$ cat src/rtl/mem_port_arbiter_if.sv
`default_nettype none
// ---------------------------------------------------------------------------
// mem_port_arbiter_if : IF/MEM requester ports and unified memory-port bundle
// Rev 1.0
// ---------------------------------------------------------------------------
interface mem_port_arbiter_if #(
  parameter int ADDR_W = 32,
  parameter int DATA_W = 32
);
  logic                  if_req;
  logic [ADDR_W-1:0]     if_addr;
  logic [DATA_W-1:0]     if_rdata;
  logic                  if_valid;
  logic                  dm_req;
  logic                  dm_we;
  logic [ADDR_W-1:0]     dm_addr;
  logic [DATA_W-1:0]     dm_wdata;
  logic [DATA_W/8-1:0]   dm_wstrb;
  logic [DATA_W-1:0]     dm_rdata;
  logic                  dm_valid;
  logic                  mem_req;
  logic                  mem_we;
  logic [ADDR_W-1:0]     mem_addr;
  logic [DATA_W-1:0]     mem_wdata;
  logic [DATA_W/8-1:0]   mem_wstrb;
  logic                  mem_ready;
  logic [DATA_W-1:0]     mem_rdata;
  logic                  stall_if;
  logic                  stall_mem;
  logic                  err;

  modport slave (
    input  if_req, if_addr, dm_req, dm_we, dm_addr, dm_wdata, dm_wstrb,
           mem_ready, mem_rdata,
    output if_rdata, if_valid, dm_rdata, dm_valid, mem_req, mem_we, mem_addr,
           mem_wdata, mem_wstrb, stall_if, stall_mem, err
  );

  modport master (
    output if_req, if_addr, dm_req, dm_we, dm_addr, dm_wdata, dm_wstrb,
           mem_ready, mem_rdata,
    input  if_rdata, if_valid, dm_rdata, dm_valid, mem_req, mem_we, mem_addr,
           mem_wdata, mem_wstrb, stall_if, stall_mem, err
  );
endinterface
`default_nettype wire

$ cat src/rtl/mem_port_arbiter.sv
`default_nettype none
// ---------------------------------------------------------------------------
// mem_port_arbiter : shares one memory port between fetch and load/store
// Rev 1.0
// ---------------------------------------------------------------------------
module mem_port_arbiter #(
  parameter int ADDR_W   = 32,
  parameter int DATA_W   = 32,
  parameter int MAX_WAIT = 16
) (
  input  wire logic         clk,
  input  wire logic         rst_n,
  mem_port_arbiter_if.slave bus
);
  localparam int                 c_CNT_W    = (MAX_WAIT > 1) ? $clog2(MAX_WAIT) : 1;
  localparam logic [c_CNT_W-1:0] c_CNT_LAST = c_CNT_W'(MAX_WAIT - 1);
  localparam int                 c_STRB_W   = DATA_W / 8;

  typedef enum logic [1:0] {
    IDLE    = 2'd0,
    IF_WAIT = 2'd1,
    DM_WAIT = 2'd2,
    RESP    = 2'd3
  } state_t;

  typedef enum logic {
    OWN_IF = 1'b0,
    OWN_DM = 1'b1
  } owner_t;

  state_t                r_state;
  state_t                w_state_nxt;
  owner_t                r_owner;
  logic [c_CNT_W-1:0]    r_cnt;
  logic                  w_timeout;

  logic                  r_mem_req;
  logic                  r_mem_we;
  logic [ADDR_W-1:0]     r_mem_addr;
  logic [DATA_W-1:0]     r_mem_wdata;
  logic [c_STRB_W-1:0]   r_mem_wstrb;
  logic [DATA_W-1:0]     r_if_rdata;
  logic [DATA_W-1:0]     r_dm_rdata;
  logic                  r_if_valid;
  logic                  r_dm_valid;
  logic                  r_err;

  // mem_ready takes priority over the timeout on the final wait cycle
  assign w_timeout = ~bus.mem_ready & (r_cnt == c_CNT_LAST);

  always_ff @(posedge clk) begin
    if (!rst_n) begin
      r_state <= IDLE;
    end else begin
      r_state <= w_state_nxt;
    end
  end

  always_comb begin
    w_state_nxt = r_state;
    case (r_state)
      IDLE: begin
        if (bus.dm_req) begin
          w_state_nxt = DM_WAIT;
        end else if (bus.if_req) begin
          w_state_nxt = IF_WAIT;
        end
      end
      IF_WAIT, DM_WAIT: begin
        if (bus.mem_ready || w_timeout) begin
          w_state_nxt = RESP;
        end
      end
      RESP:    w_state_nxt = IDLE;
      default: w_state_nxt = IDLE;
    endcase
  end

  always_ff @(posedge clk) begin
    if (!rst_n) begin
      r_owner     <= OWN_IF;
      r_cnt       <= '0;
      r_mem_req   <= 1'b0;
      r_mem_we    <= 1'b0;
      r_mem_addr  <= '0;
      r_mem_wdata <= '0;
      r_mem_wstrb <= '0;
      r_if_rdata  <= '0;
      r_dm_rdata  <= '0;
      r_if_valid  <= 1'b0;
      r_dm_valid  <= 1'b0;
      r_err       <= 1'b0;
    end else begin
      r_if_valid <= 1'b0;
      r_dm_valid <= 1'b0;
      case (r_state)
        IDLE: begin
          // data side wins ties: the MEM-stage instruction is older
          if (bus.dm_req) begin
            r_owner     <= OWN_DM;
            r_mem_req   <= 1'b1;
            r_mem_we    <= bus.dm_we;
            r_mem_addr  <= bus.dm_addr;
            r_mem_wdata <= bus.dm_wdata;
            r_mem_wstrb <= bus.dm_wstrb;
          end else if (bus.if_req) begin
            r_owner     <= OWN_IF;
            r_mem_req   <= 1'b1;
            r_mem_we    <= 1'b0;
            r_mem_addr  <= bus.if_addr;
            r_mem_wstrb <= '0;
          end
        end
        IF_WAIT, DM_WAIT: begin
          if (bus.mem_ready) begin
            r_mem_req <= 1'b0;
            if (r_owner == OWN_IF) begin
              r_if_rdata <= bus.mem_rdata;
              r_if_valid <= 1'b1;
            end else begin
              if (!r_mem_we) begin
                r_dm_rdata <= bus.mem_rdata;
              end
              r_dm_valid <= 1'b1;
            end
          end else if (w_timeout) begin
            r_mem_req <= 1'b0;
            r_err     <= 1'b1;
            if (r_owner == OWN_IF) begin
              r_if_rdata <= '0;
              r_if_valid <= 1'b1;
            end else begin
              r_dm_rdata <= '0;
              r_dm_valid <= 1'b1;
            end
          end else begin
            r_cnt <= r_cnt + 1'b1;
          end
        end
        RESP: begin
          r_cnt <= '0;
        end
        default: begin
          r_cnt <= '0;
        end
      endcase
    end
  end

  assign bus.mem_req   = r_mem_req;
  assign bus.mem_we    = r_mem_we;
  assign bus.mem_addr  = r_mem_addr;
  assign bus.mem_wdata = r_mem_wdata;
  assign bus.mem_wstrb = r_mem_wstrb;
  assign bus.if_rdata  = r_if_rdata;
  assign bus.dm_rdata  = r_dm_rdata;
  assign bus.if_valid  = r_if_valid;
  assign bus.dm_valid  = r_dm_valid;
  assign bus.err       = r_err;
  assign bus.stall_if  = bus.if_req & ~r_if_valid;
  assign bus.stall_mem = bus.dm_req & ~r_dm_valid;

endmodule
`default_nettype wire

$ cat src/flat_wrapper.sv
// flat-port wrapper written by rule: the top's interface ports become plain ports
module mem_port_arbiter_flat 
#(
  parameter int ADDR_W   = 32,
  parameter int DATA_W   = 32,
  parameter int MAX_WAIT = 16
)
  (clk, rst_n, bus_if_req, bus_if_addr, bus_dm_req, bus_dm_we, bus_dm_addr, bus_dm_wdata, bus_dm_wstrb, bus_mem_ready, bus_mem_rdata, bus_if_rdata, bus_if_valid, bus_dm_rdata, bus_dm_valid, bus_mem_req, bus_mem_we, bus_mem_addr, bus_mem_wdata, bus_mem_wstrb, bus_stall_if, bus_stall_mem, bus_err);
  mem_port_arbiter_if #(.ADDR_W(ADDR_W), .DATA_W(DATA_W)) bus_i ();
  input  wire logic clk;
  input  wire logic rst_n;
  input wire logic [$bits(bus_i.if_req)-1:0] bus_if_req;
  input wire logic [$bits(bus_i.if_addr)-1:0] bus_if_addr;
  input wire logic [$bits(bus_i.dm_req)-1:0] bus_dm_req;
  input wire logic [$bits(bus_i.dm_we)-1:0] bus_dm_we;
  input wire logic [$bits(bus_i.dm_addr)-1:0] bus_dm_addr;
  input wire logic [$bits(bus_i.dm_wdata)-1:0] bus_dm_wdata;
  input wire logic [$bits(bus_i.dm_wstrb)-1:0] bus_dm_wstrb;
  input wire logic [$bits(bus_i.mem_ready)-1:0] bus_mem_ready;
  input wire logic [$bits(bus_i.mem_rdata)-1:0] bus_mem_rdata;
  output wire logic [$bits(bus_i.if_rdata)-1:0] bus_if_rdata;
  output wire logic [$bits(bus_i.if_valid)-1:0] bus_if_valid;
  output wire logic [$bits(bus_i.dm_rdata)-1:0] bus_dm_rdata;
  output wire logic [$bits(bus_i.dm_valid)-1:0] bus_dm_valid;
  output wire logic [$bits(bus_i.mem_req)-1:0] bus_mem_req;
  output wire logic [$bits(bus_i.mem_we)-1:0] bus_mem_we;
  output wire logic [$bits(bus_i.mem_addr)-1:0] bus_mem_addr;
  output wire logic [$bits(bus_i.mem_wdata)-1:0] bus_mem_wdata;
  output wire logic [$bits(bus_i.mem_wstrb)-1:0] bus_mem_wstrb;
  output wire logic [$bits(bus_i.stall_if)-1:0] bus_stall_if;
  output wire logic [$bits(bus_i.stall_mem)-1:0] bus_stall_mem;
  output wire logic [$bits(bus_i.err)-1:0] bus_err;
  assign bus_i.if_req = bus_if_req;
  assign bus_i.if_addr = bus_if_addr;
  assign bus_i.dm_req = bus_dm_req;
  assign bus_i.dm_we = bus_dm_we;
  assign bus_i.dm_addr = bus_dm_addr;
  assign bus_i.dm_wdata = bus_dm_wdata;
  assign bus_i.dm_wstrb = bus_dm_wstrb;
  assign bus_i.mem_ready = bus_mem_ready;
  assign bus_i.mem_rdata = bus_mem_rdata;
  assign bus_if_rdata = bus_i.if_rdata;
  assign bus_if_valid = bus_i.if_valid;
  assign bus_dm_rdata = bus_i.dm_rdata;
  assign bus_dm_valid = bus_i.dm_valid;
  assign bus_mem_req = bus_i.mem_req;
  assign bus_mem_we = bus_i.mem_we;
  assign bus_mem_addr = bus_i.mem_addr;
  assign bus_mem_wdata = bus_i.mem_wdata;
  assign bus_mem_wstrb = bus_i.mem_wstrb;
  assign bus_stall_if = bus_i.stall_if;
  assign bus_stall_mem = bus_i.stall_mem;
  assign bus_err = bus_i.err;
  mem_port_arbiter #(.ADDR_W(ADDR_W), .DATA_W(DATA_W), .MAX_WAIT(MAX_WAIT)) u_core (.clk(clk), .rst_n(rst_n), .bus(bus_i));
endmodule
$ cat config.mk
export PLATFORM = sky130hd
export DESIGN_NAME = mem_port_arbiter_flat
export DESIGN_NICKNAME = d
export VERILOG_FILES = /design/src/rtl/mem_port_arbiter_if.sv /design/src/rtl/mem_port_arbiter.sv /design/src/flat_wrapper.sv
export SDC_FILE = /design/constraint.sdc
export NUM_CORES = 1
export LEC_CHECK = 0
export ABC_CLOCK_PERIOD_IN_PS = 2380
export CAP_MARGIN = 20
export CORE_UTILIZATION = 44
export DETAILED_ROUTE_END_ITERATION = 8
export PLACE_DENSITY = 0.86
export SLEW_MARGIN = 20
export SYNTH_ARGS = -nofsm -noshare
export SYNTH_HDL_FRONTEND = slang
export SYNTH_SLANG_ARGS = --single-unit
$ cat constraint.sdc
create_clock -name clk -period 2.38 [get_ports clk]
set_input_delay 0.238 -clock clk [delete_from_list [all_inputs] [get_ports clk]]
set_output_delay 0.238 -clock clk [all_outputs]
set_load 0.05 [all_outputs]
==> metrics.md <==
| Metric | Value |
|---|---|
| Status | `finished, final reports clean` |
| Reg area | `2880 µm²` |
| VDD IR max | `a little under 0.7 mV` |
| Total Power | `9790 µW` |
| P_sw | `between 3000 and 4000 µW` |
| Distinct cells, synth | `36` |
| Final min period | `1.95 ns` |
| Post-Synth XOR/XNOR Area | `0` |
| CP Cell Sequence | `clkdlybuf4s50_1` |
| Internal | `~6000 µW` |
| Hold slack | `0.307 ns` |
| DRT iter0 DRCs | `483` |
| CP endpoint kind | `output port` |
| Sum Neg Setup Slack | `0 ns` |
| Fin. Hold Viols | `0` |
| Reg2reg setup slack | `0.44 ns` |
| N_diodes | `0` |
| #FFs+latches synth | `around 140` |
| TritonCTS Buffers | `17` |
| GP Congestion | `0.785` |
| Worst path bufs/invs | `1` |
| Switching Fraction | `0.384` |
| Initial antenna violation count | `0` |
| # setup viols final | `0` |
| CTS clock-pin slew for the worst setup and hold paths | `0.06 ns` |
| Clock Skew | `between 0.008 and 0.009 ns` |
| Clock Path Buffers | `2` |
| Final wirelength | `17200 µm` |
| Worst EP arrival | `roughly 1.7 ns` |
| Drt pass-1 iters | `4` |
| Hold Buf Count CTS | `0` |
| Crit Path Category | `register to output port` |
| IO Port Bufs | `276` |
| Post-CTS Resized | `0` |
| Worst r2r src | `u_core.r_state[1]` |
| Leak | `0.00376 µW` |
| Die X | `117 µm` |
| CP delay by family, top | `buffers and inverters` |
| Wire per inst | `15.8 µm` |
| Crit path depth | `1` |
| NumNets Final | `around 1100` |
| Critical path origin | `u_core.bus.mem_we` |
| Register share of total power | `0.315` |
| Synth Instances | `661` |
| Largest net degree at the start of global routing | `82` |
| Row cnt | `between 40 and 50` |
| Critical Path Sink | `bus_mem_we` |
| Critical path's slowest cell | `clkdlybuf4s50_1` |
| Max-Cap Viols | `0` |
| Synth warnings | `0` |
| Worst slack, placed | `0.436 ns` |
| Main combinational cell family by area after synthesis | `simple AND/OR/NAND/NOR gates` |
| Clock root buffer | `clkbuf_16` |
| Slew Viols, Final | `0` |
| Sink Count | `144` |
| DR vias | `between 5000 and 6000` |
| Clock power frac | `0.295` |
| First-pass GRT wire length | `26000 µm` |
| Critical R2R Capture | `u_core.bus.dm_rdata[4]` |
| Startpoint Class | `register` |
| DIE AREA | `roughly 14000 µm²` |
| RSZ-0062 raised after global routing | `no` |
| Multi-input logic area | `2660 µm²` |
| FMAX | `just over 0.5 GHz` |
| Worst rel slew slack | `0.599` |
| Die height | `117 µm` |
| Required @ worst endpoint | `roughly 2.1 ns` |
| Final ANT Viol Nets | `0` |
| CTS H-Tree Depth | `4` |
| Post-synthesis compound-gate area fraction | `0.189` |
| Hold Crit Class | `input port to register` |
| Initial Utilization | `0.458` |
| Post-DP HPWL | `11700 µm` |
| Post-CTS Setup Inserts | `0` |
| Mapped cell area | `approximately 5800 µm²` |
| Mux cell area share after synthesis | `0.0582` |
| Worst Slack Setup Final | `0.431 ns` |
| Avg Cell Area, Syn | `8.85 µm²` |
| # DRC | `0` |
| CP max stage delay | `0.88 ns` |
| Layout cells sized above 1 | `0.0574` |
| Combinational share of power | `0.390` |
| Total GRT Usage | `0.249` |
| Seq/Total Area, Yosys | `0.493` |
| Final period util | `0.819` |
| Net Count, Synth | `approximately 800` |
| Worst slew pin tran | `0.597 ns` |
| Filler cell count | `between 900 and 1000` |
| Vias/cell | `5.18` |
| Clock Latency Late Sink | `0.42 ns` |
| CTS tree | `yes` |
| Critical-path maximum fanout | `4` |
| Vias in the first global route | `5280` |
| Simple-Gate Fraction of Synth Area | `0.198` |
| Worst Reg-to-Reg Cells | `6` |
| Cell Pwr Density | `1050 nW/µm²` |
| # IOs | `277` |
| Post-synthesis adder-cell area fraction | `0.00856` |
| Core box area | `12800 µm²` |
| Global route total overflow | `0` |
| Area growth syn-to-layout | `59.3%` |
## flip-flops by register name, indices dropped and copies added (netlist names)
signal	count
u_core.bus.dm_rdata	32
u_core.bus.if_rdata	32
u_core.bus.mem_addr	32
u_core.bus.mem_wdata	32
u_core.bus.mem_wstrb	4
u_core.r_cnt	4
u_core.r_state	2
u_core.bus.dm_valid	1
u_core.bus.err	1
u_core.bus.if_valid	1
u_core.bus.mem_req	1
u_core.bus.mem_we	1
u_core.r_owner	1
## worst register-to-register path: stages, from the launching register on
cell and delay [ns]:
dfxtp_1 0.35, inv_1 0.07, ha_1 0.51, nand2_1 0.17, a211oi_4 0.21, buf_4 0.36
o22ai_1 0.14
## stage by stage
stage | area (µm²) | util | instances
finish | 9310 | 0.729 | 1095
global route | 9310 | 0.729 | 1095
CTS | 9310 | 0.729 | 1095
detailed placement | 8670 | 0.679 | 1063
global placement | 8670 | 0.679 | 1063
floorplan | 5850 | - | 661
## cells in the mapped netlist (all sizes together)
library cell / count / area [µm²]
nand3: 2 / 10.0
nor2: 1 / 3.75
mux2i: 34 / 340
a211oi: 3 / 35.0
or4b: 1 / 10.0
dfxtp: 144 / 2880
nand4: 32 / 200
nor2b: 13 / 83.8
o22ai: 34 / 213
a22oi: 5 / 37.5
o31a: 1 / 8.76
and2: 3 / 18.8
o211a: 32 / 320
nor3b: 3 / 22.5
nand3b: 1 / 7.51
a21boi: 32 / 240
a21oi: 3 / 15.0
o21a: 2 / 15.0
a21o: 2 / 15.0
a31oi: 1 / 21.3
clkbuf: 24 / 90.1
nand2b: 2 / 12.5
nor4: 1 / 6.26
nand4b: 2 / 17.5
nand2: 202 / 758
buf: 36 / 206
nor4b: 1 / 8.76
inv: 3 / 11.3
ha: 4 / 50.1
o21ai: 37 / 185
## power groups by stage
stage               Sequential [µW]  Clock [µW]  Combinational (µW)
floorplan                      4520           0                1090
global placement               3110           0                3780
detailed placement             3130           0                3820
CTS                            3080        2920                3830
global route                   3130        3040                4040
finish                         3080        2890                3820
## cell type report
type	instances	share of cell area
Clock buffer	18	0.0461
Clock inverter	14	0.0230
Inverter	3	0.00121
Multi-Input combinational cell	454	0.286
Sequential cell	144	0.310
Tap cell	172	0.0231
Timing Repair Buffer	290	0.311
## logic make-up after synthesis
family	Yosys count
and+or+nand+nor	264
DFF	144
AOI/OAI and AO/OA	152
muxes	34
buffers and inverters	63
adders and majority gates	4
## routing by layer
metal	part of all wire	global-route usage	wire length [µm]
met5	0	0	0
met4	0.026	0.112	446
met3	0.076	0.0778	1300
met2	0.51	0.445	8740
met1	0.39	0.269	6750
## cells in the final DEF (no fill, tap or decap), drive strengths merged, types with 2 or more instances in the layout
cell type / count
mux2i: 34
a21boi: 32
ha: 4
buf: 17
clkinvlp: 3
nor2b: 13
o21a: 2
nand3: 2
nand4: 32
nor3b: 3
a211oi: 3
a21o: 2
o211a: 32
a21oi: 3
clkinv: 5
nand2: 202
dfxtp: 144
a22oi: 5
bufinv: 5
o22ai: 34
clkbuf: 18
inv: 4
nand4b: 2
o21ai: 37
and2: 3
clkdlybuf4s50: 273
nand2b: 2
## how the worst min path moves through the flow
| stage | from | to | slack (ns) | cells after the start |
|---|---|---|---|---|
| floorplan | bus_mem_rdata[18] | u_core.bus.if_rdata[18] | 0.38 | 2 |
| global placement | u_core.bus.if_rdata[7] | u_core.bus.if_rdata[7] | 0.44 | 2 |
| detailed placement | u_core.bus.if_rdata[4] | u_core.bus.if_rdata[4] | 0.44 | 2 |
| CTS | rst_n | u_core.bus.if_rdata[26] | 0.30 | 3 |
| global route | rst_n | u_core.bus.mem_wdata[7] | 0.32 | 2 |
| finish | rst_n | u_core.bus.mem_wdata[7] | 0.31 | 2 |
No activity file was read; power rests on OpenSTA's default activity.
